### src/rtl/q3b_ctx_scheduler.sv
// rtl/q3b_ctx_scheduler.sv - round-robin time-shared A..E bit-serial detector over N_CH channel contexts
// Optional feature macro: Q3B_CTX_CLR_EN (adds ch_clr per-channel synchronous context clear)
module q3b_ctx_scheduler #(
  parameter int N_CH = 4,
  parameter int ID_W = $clog2(N_CH)
) (
  input  logic            clk,
  input  logic            reset,
  input  logic [N_CH-1:0] req,
  input  logic [N_CH-1:0] x,
`ifdef Q3B_CTX_CLR_EN
  input  logic [N_CH-1:0] ch_clr,
`endif
  output logic [N_CH-1:0] gnt,
  output logic            z_vld,
  output logic [ID_W-1:0] z_ch,
  output logic            z,
  output logic [N_CH-1:0] z_vec
);

  localparam logic [2:0] CTX_A = 3'd0;
  localparam logic [2:0] CTX_B = 3'd1;
  localparam logic [2:0] CTX_C = 3'd2;
  localparam logic [2:0] CTX_D = 3'd3;
  localparam logic [2:0] CTX_E = 3'd4;
  localparam logic [ID_W-1:0] LAST_CH = ID_W'(N_CH - 1);

  // Detector step; unreachable codes fall back to A so a corrupted context self-heals
  function automatic logic [2:0] ctx_next(input logic [2:0] c, input logic b);
    case (c)
      CTX_A:   ctx_next = b ? CTX_B : CTX_A;
      CTX_B:   ctx_next = b ? CTX_E : CTX_B;
      CTX_C:   ctx_next = b ? CTX_B : CTX_C;
      CTX_D:   ctx_next = b ? CTX_C : CTX_B;
      CTX_E:   ctx_next = b ? CTX_E : CTX_D;
      default: ctx_next = CTX_A;
    endcase
  endfunction

  function automatic logic ctx_out(input logic [2:0] c);
    ctx_out = (c == CTX_D) || (c == CTX_E);
  endfunction

  logic [2:0]      ctx [N_CH];
  logic [ID_W-1:0] ptr;
  logic [ID_W-1:0] ptr_nxt;
  logic [ID_W-1:0] win;
  logic [ID_W-1:0] idx_w;
  logic            found;
  logic [N_CH-1:0] elig;
  logic [2:0]      ctx_upd;
  int              idx;

  // Round-robin search starting at ptr over the eligible requesters; first hit wins
  always_comb begin
`ifdef Q3B_CTX_CLR_EN
    elig = req & ~ch_clr;
`else
    elig = req;
`endif
    win   = '0;
    found = 1'b0;
    idx   = 0;
    idx_w = '0;
    for (int k = 0; k < N_CH; k++) begin
      idx = int'(ptr) + k;
      if (idx >= N_CH) idx = idx - N_CH;
      idx_w = ID_W'(idx);
      if (!found && elig[idx_w]) begin
        found = 1'b1;
        win   = idx_w;
      end
    end
    gnt = '0;
    if (found) gnt[win] = 1'b1;
    ptr_nxt = (win == LAST_CH) ? '0 : win + 1'b1;
  end

  assign ctx_upd = ctx_next(ctx[win], x[win]);

  // Context store, rr pointer and registered result publication
  always_ff @(posedge clk or posedge reset) begin
    if (reset) begin
      for (int i = 0; i < N_CH; i++) ctx[i] <= CTX_A;
      ptr   <= '0;
      z_vld <= 1'b0;
      z_ch  <= '0;
      z     <= 1'b0;
      z_vec <= '0;
    end else begin
      z_vld <= found;
      if (found) begin
        ctx[win]   <= ctx_upd;
        ptr        <= ptr_nxt;
        z_ch       <= win;
        z          <= ctx_out(ctx_upd);
        z_vec[win] <= ctx_out(ctx_upd);
      end
`ifdef Q3B_CTX_CLR_EN
      // A cleared channel is masked from arbitration, so it never collides with the winner
      for (int i = 0; i < N_CH; i++) begin
        if (ch_clr[i]) begin
          ctx[i]   <= CTX_A;
          z_vec[i] <= 1'b0;
        end
      end
`endif
    end
  end

endmodule

### config.mk
export PLATFORM = sky130hd
export DESIGN_NAME = q3b_ctx_scheduler
export DESIGN_NICKNAME = d
export VERILOG_FILES = /design/src/rtl/q3b_ctx_scheduler.sv
export SDC_FILE = /design/constraint.sdc
export NUM_CORES = 1
export LEC_CHECK = 0
export ABC_AREA = 1
export CAP_MARGIN = 5
export CORE_MARGIN = 4
export CORE_UTILIZATION = 45
export CTS_CLUSTER_SIZE = 10
export DETAILED_ROUTE_END_ITERATION = 10
export PLACE_DENSITY_LB_ADDON = 0.3
export SYNTH_ARGS = -nofsm -noshare
export SYNTH_HDL_FRONTEND = slang
export SYNTH_SLANG_ARGS = --single-unit
### constraint.sdc
create_clock -name clk -period 4.32 [get_ports clk]
set_clock_uncertainty 0.2 [all_clocks]
set_input_delay 1.296 -clock clk [delete_from_list [all_inputs] [get_ports clk]]
set_output_delay 1.296 -clock clk [all_outputs]
set_load 0.01 [all_outputs]
==> results of run 1 <==
-- through the flow --
step                TNS, ps  hold slack, ps  setup slack, ps  util, %  instances
floorplan                 0             240              228        -        223
global placement      -2200             260             -581     59.2        311
detailed placement    -2340             264             -623     59.2        311
CTS                       0             295             37.0     62.4        319
global route              0             326             8.85     64.5        320
finish                    0             288              125     64.5        320
-- cell type report --
cell class              instances  area [um2]
clock buffers                   4        36.3
well taps                      46        57.6
multi-input cells             173        1010
flip-flops and latches         22         551
repair buffers                 49         413
fillers                       311        1190
inverters                      26         104
-- cell usage in the layout, fill, tap and decap left out, drive strengths merged --
| cell | netlist | routed |
|---|---|---|
| o21ai | 6 | 6 |
| clkbuf | 0 | 4 |
| dfrtp | 22 | 22 |
| nor2 | 6 | 6 |
| nand3b | 5 | 5 |
| clkinv | 1 | 1 |
| nand3 | 26 | 26 |
| nor3 | 1 | 1 |
| clkdlybuf4s15 | 0 | 4 |
| nand4 | 1 | 1 |
| ha | 4 | 4 |
| inv | 25 | 25 |
| nand2 | 122 | 122 |
| buf | 2 | 32 |
| a21oi | 2 | 2 |
| clkdlybuf4s50 | 0 | 13 |
-- per-layer routing --
metal / track usage (%) / up-vias / wire [um]
met5: 0 / - / 0
met4: 6.08 / 0 / 68
met3: 2.00 / 7 / 134
met2: 28.6 / 30 / 1720
met1: 25.0 / 687 / 1780
li1: - / 798 / -
-- state kept, by name, summed over array words and instances, names as in the netlist --
name and flops:
ctx 12, z_vec 4, ptr 2, z_ch 2
z 1, z_vld 1
-- final timing paths --
path	startpoint	depth (start not counted)	endpoint	slack [ps]
max in group asynchronous	reset	2	ctx[2]$_DFFE_PP0P_	2200
min reg2reg	ctx[1]$_DFFE_PP0P_	2	ctx[1]$_DFFE_PP0P_	290
min in group asynchronous	reset	2	z_vec[3]$_DFFE_PP0P_	1220
min	ctx[1]$_DFFE_PP0P_	2	ctx[1]$_DFFE_PP0P_	290
max reg2reg	ptr[0]$_DFFE_PP0P_	21	ctx[6]$_DFFE_PP0P_	1600
max	req[0]	13	gnt[0]	120
-- worst min-delay path, delay by kind of cell (launching register included) --
| kind | cells | cell delay, ps |
|---|---|---|
| flip-flops | 1 | 360 |
| AND/OR/NAND/NOR | 2 | 100 |
-- timing repair --
item / CTS / global route
endpoints found under the hold margin: 0 / 0
setup endpoints to repair: 4 / 4
buffers inserted: 4 / 1
resized for setup: 39 / 24
pin swaps: 15 / 10
-- cell families (layout without fill, tap and decap cells) --
kind of cell    Yosys count  count (layout)
compound gates            8               8
fa+ha+maj                 4               4
buf+inv                  28              79
flops                    22              22
simple gates            161             161
==> summary.txt, run 1 <==
Outcome
  – Status: complete, no violations

Yosys
  – Simple-gate share of the synthesized area: 51.1%
  – Yosys warning count: 0
  – Top-count cell post-synth: nand2_1
  – Mapped cell area: 1580 um2
  – Area contributors post-synth: dfrtp_1 35%, nand2_1 23%, nand2_2 8.7%
  – Distinct cells, synth: 23
  – Mux cell area share after synthesis: 0%
  – Register area share after synthesis: 34.8%
  – Main synth FF type: dfrtp_1
  – Post-synth EDFFs: 0
  – Post-Syn Area per Cell: 7.09 um2
  – XOR/XNOR Fraction of Synth Area: 0%
  – Largest family of logic cells by synthesized area: simple AND/OR/NAND/NOR gates
  – Top cells by count, synth: 95 x nand2_1, 22 x dfrtp_1, 22 x nand2_2
  – Syn Inst Count: 223
  – Area share of the largest cell type after synthesis: 34.8%
  – Adder-cell share of the synthesized area: 3.17%
  – Synth Area in Compound Gates: 2.77%
  – Synth Register Bits: 22
  – Post-synth net total: 237
  – Area leader, netlist: dfrtp_1
  – FFs w/ async S/R, synth: 100%

CTS
  – Reg clk slew, reported paths: 120 ps
  – CTS max path bufs: 2
  – CTS Root Cell: clkbuf_4
  – Clk_lat worst skew: 320 ps
  – Total CTS buffers: 3
  – Hold buffers post-CTS: 0
  – CTS H-tree depth: 1
  – CTS sink cnt: 22
  – CTS tree: yes

Critical path
  – Critical path capture point type: output port
  – Most common cell on crit path: nand2_4
  – Worst Path Max Fanout: 5
  – Worst Path Buf+Inv: 4
  – Crit path max-delay family: simple AND/OR/NAND/NOR gates
  – Startpoint Class: primary input
  – CP max-delay cell: ha_1
  – Required time of the worst setup path: 2820 ps
  – Max incr delay on CP: 210 ps
  – Setup CP Type: primary input to output port
  – Critical Path AT: 2700 ps
  – Worst path cell trace: clkdlybuf4s15_1 > inv_2 > nand2_4 > nand3_4 > nand2_4 > nor2_4 > nand3_4 > nand2_4 > nand2_4 > ha_1 > nand2_2 > inv_1 > buf_2

Routing
  – Drt first pass iters: 4
  – ANT nets after route: 0
  – Drt first-iter violations: 72
  – WL/cell: 11.5 um
  – Routed vias/inst: 4.76
  – Remaining DRCs: 0
  – DR vias: 1,522
  – Total detailed-routing wirelength: 3690 um

STA
  – Final Cycle Share: 97.1%
  – Fin crit period: 4200 ps
  – Final hold violations: 0
  – Max Slew Vio Count: 0
  – Fmax: 0.238 GHz
  – Final setup violation count: 0
  – Relative slew margins: 45.8%
  – Unrepaired setup endpoints after global routing: false
  – Worst-Margin Slew: 812 ps

Global routing
  – Largest net degree at the start of global routing: 23
  – Initial antenna violation count: 0
  – Total track usage: 17.9%
  – First-pass GRT wire length: 6280 um
  – Vias in the first global route: 1,419
  – Grt ovf: 0

Floorplan
  – Row cnt: 21
  – Die Y: 67.3 um
  – Initial core utilization: 47.0%
  – Io pins: 22
  – Die width: 67.3 um
  – Die footprint: 4520 um2
  – Core ar.: 3360 um2

Place
  – HPWL after DPL: 2710 um
  – GP Congestion: 0.798
  – IO buf count: 21
  – Placed inst area: 1990 um2

Layout
  – N_diodes: 0
  – Final nets: 289
  – Finished Cell Area: 2170 um2
  – Share of layout cells above drive strength 1: 37.6%
  – Layout overhead on the synthesized area: 37.4%

Hold path
  – Worst hold path class: flop to flop

Flow run
  – Max_cap viols: 0
Power of run 1 is left out: the tool's default activity adds up to more than one toggle a clock period on the data nets, which glitch-free logic cannot reach.
==> run 2, diff against run 1 <==
CORE_MARGIN = 2   (was 4)
CTS_BUF_LIST = sky130_fd_sc_hd__clkbuf_16   (was unset)
REMOVE_ABC_BUFFERS = 1   (was unset)
==> summary.txt, run 2 (synthesis results as in run 1) <==
Routing
  – Routed vias/inst: 4.73
  – Total detailed-routing wirelength: 3860 um
  – Drt first pass iters: 4
  – Remaining DRCs: 0
  – ANT nets after route: 0
  – DR top layer: met4
  – Metal2 WL: 1880 um
  – M1 wire length: 1850 um
  – Drt first-iter violations: 80
  – Met3 wire len: 92 um
  – WL/cell: 11.7 um
  – DR vias: 1,565

Critical path
  – Critical Path AT: 2680 ps
  – Worst Path Max Fanout: 4
  – Worst path cell trace: clkbuf_2 > inv_2 > nand2_4 > nand3_4 > nand2_4 > nor2_4 > buf_6 > nand2_2 > nand3_4 > nand2_4 > buf_4 > ha_2 > nand2_2 > inv_2 > buf_6
  – Startpoint Class: primary input
  – Most common cell on crit path: nand2_4
  – Max incr delay on CP: 170 ps
  – Critical path capture point type: output port
  – Setup CP Type: primary input to output port
  – RR Startpoint: ptr[0]$_DFFE_PP0P_
  – CP max-delay cell: nor2_4
  – Slack of the worst reg-to-reg path: 370 ps
  – Crit. Startpoint: req[3]
  – Required time of the worst setup path: 2820 ps

Place
  – Cells after DPL: 309
  – Dpl ws: -590 ps
  – HPWL after DPL: 2670 um
  – GP Congestion: 0.915
  – IO buf count: 21

Layout
  – Final nets: 300
  – Post-route insts no fill: 331
  – N_diodes: 0
  – Largest Register: ctx
  – Largest regs: ctx: 12 flops, z_vec: 4 flops
  – Layout overhead on the synthesized area: 43.4%
  – Largest register FFs: 12
  – Commonest cells after routing, fill and taps aside: 86 x nand2_1, 38 x buf_4, 26 x nand2_2
  – Share of layout cells above drive strength 1: 41.4%
  – Most common cell after layout, fill and taps aside: nand2_1

STA
  – Final setup violation count: 0
  – Relative slew margins: 45.7%
  – Final Cycle Share: 96.6%
  – Final WS setup: 145 ps
  – Final hold violations: 0
  – Fmax: 0.240 GHz
  – Max Slew Vio Count: 0
  – Unrepaired setup endpoints after global routing: false
  – Fin crit period: 4180 ps
  – Worst-Margin Slew: 814 ps

Floorplan
  – Die Y: 63.3 um
  – Core ar.: 3360 um2
  – Initial core utilization: 47.0%
  – Row cnt: 21
  – Die footprint: 4000 um2
  – Io pins: 22
  – Die width: 63.3 um

CTS
  – CTS sink cnt: 22
  – Total CTS buffers: 3
  – CTS Root Cell: clkbuf_16
  – CTS tree: yes
  – Reg clk slew, reported paths: 60 ps
  – CTS H-tree depth: 1
  – Hold buffers post-CTS: 0
  – CTS max path bufs: 2
  – Clk_lat worst skew: 260 ps

Hold path
  – Worst Hold Launch: z_ch[0]$_DFFE_PP0P_
  – Worst hold path class: flop to flop

Outcome
  – Status: complete, no violations

Global routing
  – First-pass GRT wire length: 6910 um
  – Initial antenna violation count: 0
  – Largest net degree at the start of global routing: 23
  – Vias in the first global route: 1,511
  – Grt ovf: 0
  – Total track usage: 21.5%

Flow run
  – Max_cap viols: 0
run 2: changes by cell type in the layout (fill, tap and decap cells not counted), moves of 2 or more:
cell	delta
buf_4	+10
clkbuf_16	+3
clkbuf_2	+4
clkbuf_4	-3
clkdlybuf4s15_1	-4
nand2_1	-2
nand2_2	+2
run 2: worst paths after layout:
| path | to | cells past startpoint |
|---|---|---|
| worst max-delay path | gnt[1] | 15 |
| worst max register to register | z_vec[1]$_DFFE_PP0P_ | 25 |
| min in group asynchronous | z_ch[0]$_DFFE_PP0P_ | 2 |
| worst min register to register | z_ch[0]$_DFFE_PP0P_ | 2 |
| max in group asynchronous | ctx[3]$_DFFE_PP0P_ | 2 |
| worst min-delay path | z_ch[0]$_DFFE_PP0P_ | 2 |
run 2: worst max-delay path, delay by kind of cell:
kind	cells	cell delay, ps
fa+ha+maj	1	160
buf+inv	6	560
simple gates	8	650
run 2: repair_timing:
item                                    CTS  global route
pin swaps                                15            11
gates resized for setup                  42            24
endpoints found under the hold margin     0             0
buffers inserted                         17             2
endpoints found under the setup margin    4             8
run 2: cell type report:
type	count	area (um2)
inverters	26	101
clock buffers	3	75.1
clock inverters	1	3.75
well taps	46	57.6
flip-flops and latches	22	551
repair buffers	60	473
multi-input cells	173	1000
fillers	291	1100
run 2: metrics by stage:
| stage | TNS (ps) | hold WS [ps] | utilization (%) | cell area (um2) |
|---|---|---|---|---|
| 2_1_floorplan | 0 | 240 | - | 1550 |
| 3_3_place_gp | -2200 | 264 | 58.7 | 1970 |
| 3_5_place_dp | -2280 | 264 | 58.7 | 1970 |
| 4_1_cts | 0 | 282 | 66.0 | 2220 |
| 5_1_grt | 0 | 303 | 67.4 | 2270 |
| 6_report | 0 | 281 | 67.4 | 2270 |
run 2: per-layer routing:
layer	up-vias	track usage, %
met3	2	0.714
li1	819	-
met5	-	0
met1	718	30.1
met4	0	5.71
met2	26	36.7
Power of run 2 is left out for the same reason.
